$ cat src/rtl/seven_segment_scanner.sv
// seven_segment_scanner: time-multiplexed driver for a 4-digit common-anode
// seven-segment display. A prescaler divides each digit slot into CLK_DIV
// cycles. The first BLANK_CYCLES cycles of every slot keep all anodes dark.
// The displayed value is snapshotted once per frame, so digits never tear.
//
// Optional feature: define LEADING_ZERO_BLANK_EN to suppress leading zero
// digits 3..1. Digit 0 is always shown. Decimal points stay driven.
//
// Handshake: none. value/dp_in are sampled, not handshaked. enable=0 freezes
// scanning and darkens the display. All outputs are registered and lag the
// internal pcnt/didx by one cycle.
module seven_segment_scanner #(
   parameter int CLK_DIV      = 100000,
   parameter int BLANK_CYCLES = 16
) (
   input  logic        clk,
   input  logic        rst_n,
   input  logic        enable,
   input  logic [15:0] value,
   input  logic [3:0]  dp_in,
   output logic [6:0]  seg,
   output logic        dp,
   output logic [3:0]  an,
   output logic        frame_done
);

   localparam int PW = $clog2(CLK_DIV);
   localparam logic [PW-1:0] PCNT_LAST  = PW'(CLK_DIV - 1);
   localparam logic [PW-1:0] PCNT_BLANK = PW'(BLANK_CYCLES);

`ifdef LEADING_ZERO_BLANK_EN
   localparam bit LZ_BLANK = 1'b1;
`else
   localparam bit LZ_BLANK = 1'b0;
`endif

   logic [PW-1:0] pcnt_q, pcnt_d;
   logic [1:0]    didx_q, didx_d;
   logic [15:0]   snap_val_q, snap_val_d;
   logic [3:0]    snap_dp_q, snap_dp_d;
   logic          first_q, first_d;
   logic [6:0]    seg_q, seg_d;
   logic          dp_q, dp_d;
   logic [3:0]    an_q, an_d;
   logic          frame_done_q, frame_done_d;

   // Combinational helpers for the current slot.
   logic          tc;
   logic [15:0]   cur_val;
   logic [3:0]    cur_dp;
   logic [3:0]    nib;
   logic          suppress;

   // Active-low {g,f,e,d,c,b,a} pattern for one hex nibble.
   function automatic logic [6:0] hex_to_seg(input logic [3:0] h);
      logic [6:0] s;
      case (h)
         4'h0:    s = 7'b1000000;
         4'h1:    s = 7'b1111001;
         4'h2:    s = 7'b0100100;
         4'h3:    s = 7'b0110000;
         4'h4:    s = 7'b0011001;
         4'h5:    s = 7'b0010010;
         4'h6:    s = 7'b0000010;
         4'h7:    s = 7'b1111000;
         4'h8:    s = 7'b0000000;
         4'h9:    s = 7'b0010000;
         4'hA:    s = 7'b0001000;
         4'hB:    s = 7'b0000011;
         4'hC:    s = 7'b1000110;
         4'hD:    s = 7'b0100001;
         4'hE:    s = 7'b0000110;
         default: s = 7'b0001110;
      endcase
      return s;
   endfunction

   // Select the current digit and decide whether it is a suppressed leading zero.
   always_comb begin
      tc = (pcnt_q == PCNT_LAST);
      // On the first enabled cycle after reset the fresh snapshot is already
      // the one being displayed.
      cur_val = first_q ? value : snap_val_q;
      cur_dp  = first_q ? dp_in : snap_dp_q;
      nib      = 4'h0;
      suppress = 1'b0;
      case (didx_q)
         2'd0: begin
            nib      = cur_val[3:0];
            suppress = 1'b0;
         end
         2'd1: begin
            nib      = cur_val[7:4];
            suppress = LZ_BLANK && (cur_val[15:4] == 12'h000);
         end
         2'd2: begin
            nib      = cur_val[11:8];
            suppress = LZ_BLANK && (cur_val[15:8] == 8'h00);
         end
         default: begin
            nib      = cur_val[15:12];
            suppress = LZ_BLANK && (cur_val[15:12] == 4'h0);
         end
      endcase
   end

   // Next-state for the counters, the snapshot and the registered pin drivers.
   always_comb begin
      pcnt_d       = pcnt_q;
      didx_d       = didx_q;
      snap_val_d   = snap_val_q;
      snap_dp_d    = snap_dp_q;
      first_d      = first_q;
      an_d         = 4'b1111;
      seg_d        = 7'b1111111;
      dp_d         = 1'b1;
      frame_done_d = 1'b0;
      if (enable) begin
         first_d    = 1'b0;
         snap_val_d = cur_val;
         snap_dp_d  = cur_dp;
         if (tc) begin
            pcnt_d = '0;
            didx_d = didx_q + 2'd1;
            if (didx_q == 2'd3) begin
               snap_val_d   = value;
               snap_dp_d    = dp_in;
               frame_done_d = 1'b1;
            end
         end else begin
            pcnt_d = pcnt_q + 1'b1;
         end
         if ((pcnt_q < PCNT_BLANK) || suppress) begin
            an_d = 4'b1111;
         end else begin
            an_d = ~(4'b0001 << didx_q);
         end
         seg_d = suppress ? 7'b1111111 : hex_to_seg(nib);
         dp_d  = ~cur_dp[didx_q];
      end
   end

   // State and output registers, asynchronously cleared.
   always_ff @(posedge clk or negedge rst_n) begin
      if (!rst_n) begin
         pcnt_q       <= '0;
         didx_q       <= 2'd0;
         snap_val_q   <= 16'h0000;
         snap_dp_q    <= 4'h0;
         first_q      <= 1'b1;
         seg_q        <= 7'b1111111;
         dp_q         <= 1'b1;
         an_q         <= 4'b1111;
         frame_done_q <= 1'b0;
      end else begin
         pcnt_q       <= pcnt_d;
         didx_q       <= didx_d;
         snap_val_q   <= snap_val_d;
         snap_dp_q    <= snap_dp_d;
         first_q      <= first_d;
         seg_q        <= seg_d;
         dp_q         <= dp_d;
         an_q         <= an_d;
         frame_done_q <= frame_done_d;
      end
   end

   assign seg        = seg_q;
   assign dp         = dp_q;
   assign an         = an_q;
   assign frame_done = frame_done_q;

endmodule

$ cat config.mk
export PLATFORM = sky130hd
export DESIGN_NAME = seven_segment_scanner
export DESIGN_NICKNAME = d
export VERILOG_FILES = /design/src/rtl/seven_segment_scanner.sv
export SDC_FILE = /design/constraint.sdc
export NUM_CORES = 1
export LEC_CHECK = 0
export CAP_MARGIN = 10
export CORE_MARGIN = 2
export CORE_UTILIZATION = 40
export DETAILED_ROUTE_END_ITERATION = 12
export HOLD_SLACK_MARGIN = 0.1
export SLEW_MARGIN = 25
export SYNTH_ARGS = -nofsm -noshare
export SYNTH_HDL_FRONTEND = slang
export SYNTH_SLANG_ARGS = --single-unit
$ cat constraint.sdc
create_clock -name clk -period 5.14 [get_ports clk]
set_input_delay 1.028 -clock clk [delete_from_list [all_inputs] [get_ports clk]]
set_output_delay 1.028 -clock clk [all_outputs]
set_load 0.05 [all_outputs]
# Word level (Yosys, flattened, before mapping)

Memories as Yosys holds them, arrays and structs flattened.
Cells that the tools add are included.

Output and inout bits: 13
Input bits: 23
Logic and storage cells: 40
Memory bits (read-only): 112
Bits in writable memories: 0
Bits in latches: 0
Memories kept: 1
Flip-flop bits (word level): 53

Divide/modulo/power cells: 0
Order comparisons: 2
$add $sub $neg: 2
Bitwise logic cells: 2
Shift operators: 1
Multipliers: 0
Muxes and demuxes: 17
Eq/ne operators: 4
Reductions and logical operators: 2

Memories:

| name             | words | width | read ports | clocked after Yosys merged registers in | wr ports | line | RTL |
|---|---|---|---|---|---|---|---|
| (name not given) | 16    | 7     | 1          | 0                                       | 0        | 57   | `case (h)` |

Operators by type and width:

| cell                                                 | count |
|---|---|
| two-way mux 16 bit                                   | 3 |
| two-way mux 4 bit                                    | 5 |
| adder 17 x 1 -> 17 bit (second input constant)       | 1 |
| == test 17 bit (second input constant)               | 1 |
| < comparator 17 x 5 -> 1 bit (second input constant) | 1 |
| two-way mux 17 bit                                   | 1 |
| one-hot mux 4 bit (3 select lines)                   | 1 |
| two-way mux 7 bit                                    | 1 |
| two-way mux 1 bit                                    | 5 |
| == test 2 bit (second input constant)                | 2 |
| inverter 4 bit                                       | 1 |
| << shifter 1 x 2 -> 4 bit (first input constant)     | 1 |
| < comparator 2 x 3 -> 1 bit (second input constant)  | 1 |
| adder 2 x 1 -> 2 bit (second input constant)         | 1 |
| binary-select mux 1 bit (select 2 bit)               | 1 |
| == test 2 x 1 -> 1 bit (second input constant)       | 1 |
| logical NOT 2 bit                                    | 1 |
| AND reduction 2 bit                                  | 1 |
| inverter 1 bit                                       | 1 |

# Longest topological paths before layout

Depth after elaboration: 5
Mapped depth: 10
Depth with buffers taken out: 9

# Least setup slack after synthesis

Ideal clock, no wire load.

Path kind: input to register
Start point: input port value[0]
End point: register seg_q[3] (netlist: seg[3])
Library setup time: 0.103 ns
Slack: 2.549 ns
Data required time: 5.037 ns
Arrival time: 2.488 ns
Path buffers: 0
Cell stages on the path: 8
Cells stage by stage: mux2_2 > a222oi_1 > mux2i_1 > inv_1 > ha_1 > nor2_1 > a2111oi_2 > a41oi_1

Cells in the longest elaborated chain, start to end: 4

Ends and longest elaborated chain:

| item                               | line | RTL |
|---|---|---|
| start: declaration                 | 19   | `input logic [15:0] value,` |
| two-way mux 16 bit                 | 83   | `cur_val = first_q ? value : snap_val_q;` |
| one-hot mux 4 bit (3 select lines) | 87   | `case (didx_q)` |
| memory (16 x 7 bit)                | --   |  |
| two-way mux 7 bit                  | 118  | `if (enable) begin` |
| net seg_d[3]                       | 42   | `logic [6:0] seg_q, seg_d;` |
| end signal: assignment             | 161  | `seg_q <= seg_d;` |
| end: declaration                   | 42   |  |

The timed path passes the listed nets, and every way through them passes these cells.
A chain may end at the register's enable or synchronous reset.

# Worst setup path after layout

Same ends and word-level chain as after synthesis.

==> flow_summary.ini <==
[floorplanning]
dieHeight_um = 87.0
core_area_um2 = 6720
io_pins = 36
dieArea_um2 = 7570
die_w_um = 87.0
placementRows = 30
initial_utilization_pct = 41.0

[job]
max_cap_viol_count = 0

[cts]
cts_hold_buffers = 0
cts_made_buffers = 5
clk_pin_slew_ns = 0.09
cts_buffer_depth = 2
cts.root.buffer_cell = clkbuf_8
cts_tree = done
htree_num_levels = 2
post_cts_resize_count = 0
clock_sinks = 53
post-cts-setup-buffer-count = 0
insertion_delay_ns = 0.30

[place]
dp_hpwl_um = 3620
numPortBuffers = 35
preCtsSetupSlack_ns = 1.57
gp_routability_congestion = 0.858
dpl_cell_area_um2 = 3140

[global_routing]
track_usage_pct = 14.9
grt_max_degree = 54
grt_pass1_wl_um = 8790
overflow = 0
grt_pass1_vias = 1770
antenna_found_initial = 0

[sta]
final.setup.tns_ns = 0
max_freq_ghz = 0.331
fin_crit_ns = 3.02
relSlewSlack_pct = 49.3
finalHoldViolations = 0
fin_ws_ns = 2.12
timing.final.max_slew_violations = 0
worst_slew_pin_slew_ns = 0.746
fin_skew_ns = 0.00378
setup_viol = 0
period_share_pct = 58.8
rsz0062_at_grt = false

[power_and_ir_drop]
switching_share_pct = 26.7
p_seq_share_pct = 55.0
fin_total_pwr_uw = 874
p_int_uw = 640
p_sw_uw = 233
comb_power_share_pct = 15.5
total_leakage_power_nw = 1.41
p_per_area_nw_per_um2 = 269
power_frac_clock_pct = 29.4
peakVddDrop_mv = 0.0887

[drt]
ant_nets = 0
vias_per_cell = 5.28
drt_pass1_iterations = 6
vias = 1841
drc = 0
routed_wl_um = 5260
first_iter_violations = 72
wl_per_cell_um = 15.1

[layout]
multi_input_comb_area_um2 = 1320
postLayoutCellArea_um2 = 3250
area_growth_pct = 17.7
antenna_cells = 0
final_nets = 302
n_fill_cell = 601
regArea_um2 = 1340
layout-drive-gt1-share_pct = 23.8

[setup_path]
crit_path_max_incr_delay_ns = 0.44
crit_chain = clkdlybuf4s50_1 -> mux2_2 -> a222oi_1 -> mux2i_1 -> inv_1 -> ha_1 -> nor2_1 -> a2111oi_2 -> a41oi_1
end_kind = register
arrival_ns = 3.22
cp_slowest_cell = clkdlybuf4s50_1
cp-start-kind = input port
crit_required_ns = 5.33
path_class = input port to register
crit_path_max_fanout = 5

[synthesis]
synth_top_cell_by_area = dfrtp_1
synth_area_leaders = dfrtp_1 (36%), mux2_2 (13%), dfstp_2 (12%)
ys_ff_latch = 53
synth_seq_area_share_pct = 48.7
syn-cell-area_um2 = 2760
netlist_instances = 235
synthArstFlopShare_pct = 100
synth_nets = 269
syn_avg_cell_area_um2 = 11.7
yosysUniqueCellTypes = 46
yosys_warnings = 0
synthFlopType = dfrtp_1
synth-edff-count = 0
synth_top_area_share_pct = 36.3

[hold_path]
hold_class = register to register

[run_status]
status = finished, final reports clean
## placed cells by master, fill, tap and decap left out, types with 2 or more instances in the layout
cell type / instances
a21oi_1: 2
a222oi_1: 3
a22oi_1: 2
and3_1: 4
clkbuf_8: 7
clkdlybuf4s50_1: 34
dfrtp_1: 40
dfstp_2: 13
ha_1: 11
inv_1: 8
mux2_2: 31
mux2i_1: 8
mux4_2: 2
nand2_1: 25
nand3_1: 6
nand4_1: 3
nor2_1: 14
nor2b_1: 2
nor3_1: 4
nor4_1: 3
o21ai_0: 6
o21ai_1: 2
o221ai_1: 2
xnor2_1: 7
xor2_1: 8
## power groups by stage
stage	combinational [mW]	clock (mW)	sequential (mW)
2_1_floorplan	0.0687	0	0.503
3_3_place_gp	0.135	0	0.488
3_5_place_dp	0.137	0	0.488
4_1_cts	0.138	0.271	0.480
5_1_grt	0.149	0.287	0.484
6_report	0.136	0.257	0.481
## cell usage after synthesis, types with 2 or more instances
cell type and number:
a21oi_1 2, a222oi_1 3, a22oi_1 2, and3_1 4, buf_6 4, clkbuf_1 3
dfrtp_1 40, dfstp_2 13, ha_1 11, inv_1 8, mux2_2 31, mux2i_1 9
mux4_2 2, nand2_1 25, nand3_1 6, nand4_1 3, nor2_1 14, nor2b_1 2
nor3_1 4, nor4_1 3, o21ai_0 6, o21ai_1 2, o221ai_1 2, xnor2_1 7
xor2_1 8
## cell families (layout without fill, tap and decap cells)
| kind of cell | after synthesis | count (layout) | share of synthesized area [%] |
|---|---|---|---|
| buffers and inverters | 18 | 52 | 3.77 |
| DFF | 53 | 53 | 48.7 |
| adders and majority gates | 11 | 11 | 4.99 |
| and+or+nand+nor | 70 | 70 | 12.9 |
| AOI/OAI and AO/OA | 24 | 24 | 6.31 |
| muxes | 44 | 44 | 18.5 |
| xor gates and xnor gates | 15 | 15 | 4.77 |
## path summary, 6_finish.rpt
path                              startpoint       endpoint  slack, ns  cells after the start
worst min-delay path            snap_dp_q[1]   snap_dp_q[1]       0.49                      1
max in group asynchronous              rst_n   snap_dp_q[1]       3.86                      2
worst max register to register       first_q         seg[3]       2.28                      8
min in group asynchronous              rst_n  snap_val_q[7]       0.84                      2
worst min register to register  snap_dp_q[1]   snap_dp_q[1]       0.49                      1
worst max-delay path                value[0]         seg[3]       2.12                      9
## layer usage
layer | GRT usage (%) | part of all wire, % | vias to the layer above
li1 | - | - | 895
met1 | 20.0 | 46 | 911
met2 | 24.3 | 50 | 29
met3 | 2.84 | 3.5 | 6
met4 | 4.69 | 1.2 | 0
met5 | 0 | 0 | -
## per-stage QoR
step | utilization [%] | std cells | hold WS (ns)
floorplan | - | 235 | 0.453
global placement | 46.7 | 341 | 0.466
detailed placement | 46.7 | 341 | 0.476
CTS | 48.2 | 349 | 0.496
global route | 48.3 | 349 | 0.511
finish | 48.3 | 349 | 0.489
## layout make-up
cell class | instances | area share, %
clock buffers | 7 | 2.97
well taps | 80 | 3.08
flip-flops and latches | 53 | 41.4
clock inverters | 1 | 0.154
repair buffers | 36 | 10.9
multi-input cells | 164 | 40.6
inverters | 8 | 0.925
## flip-flops by register name (all words and copies together) (netlist names)
name / count
seg: 7
an: 4
snap_val_q: 16
didx_q: 2
pcnt_q: 17
snap_dp_q: 4
first_q: 1
dp: 1
frame_done: 1
## critical path: cells and delay by family
family / cells / cell delay (ns)
fa+ha+maj: 1 / 0.16
simple gates: 1 / 0.05
buf+inv: 2 / 0.64
mux: 2 / 0.52
compound gates: 3 / 0.81
No activity file was read; power rests on OpenSTA's default activity.
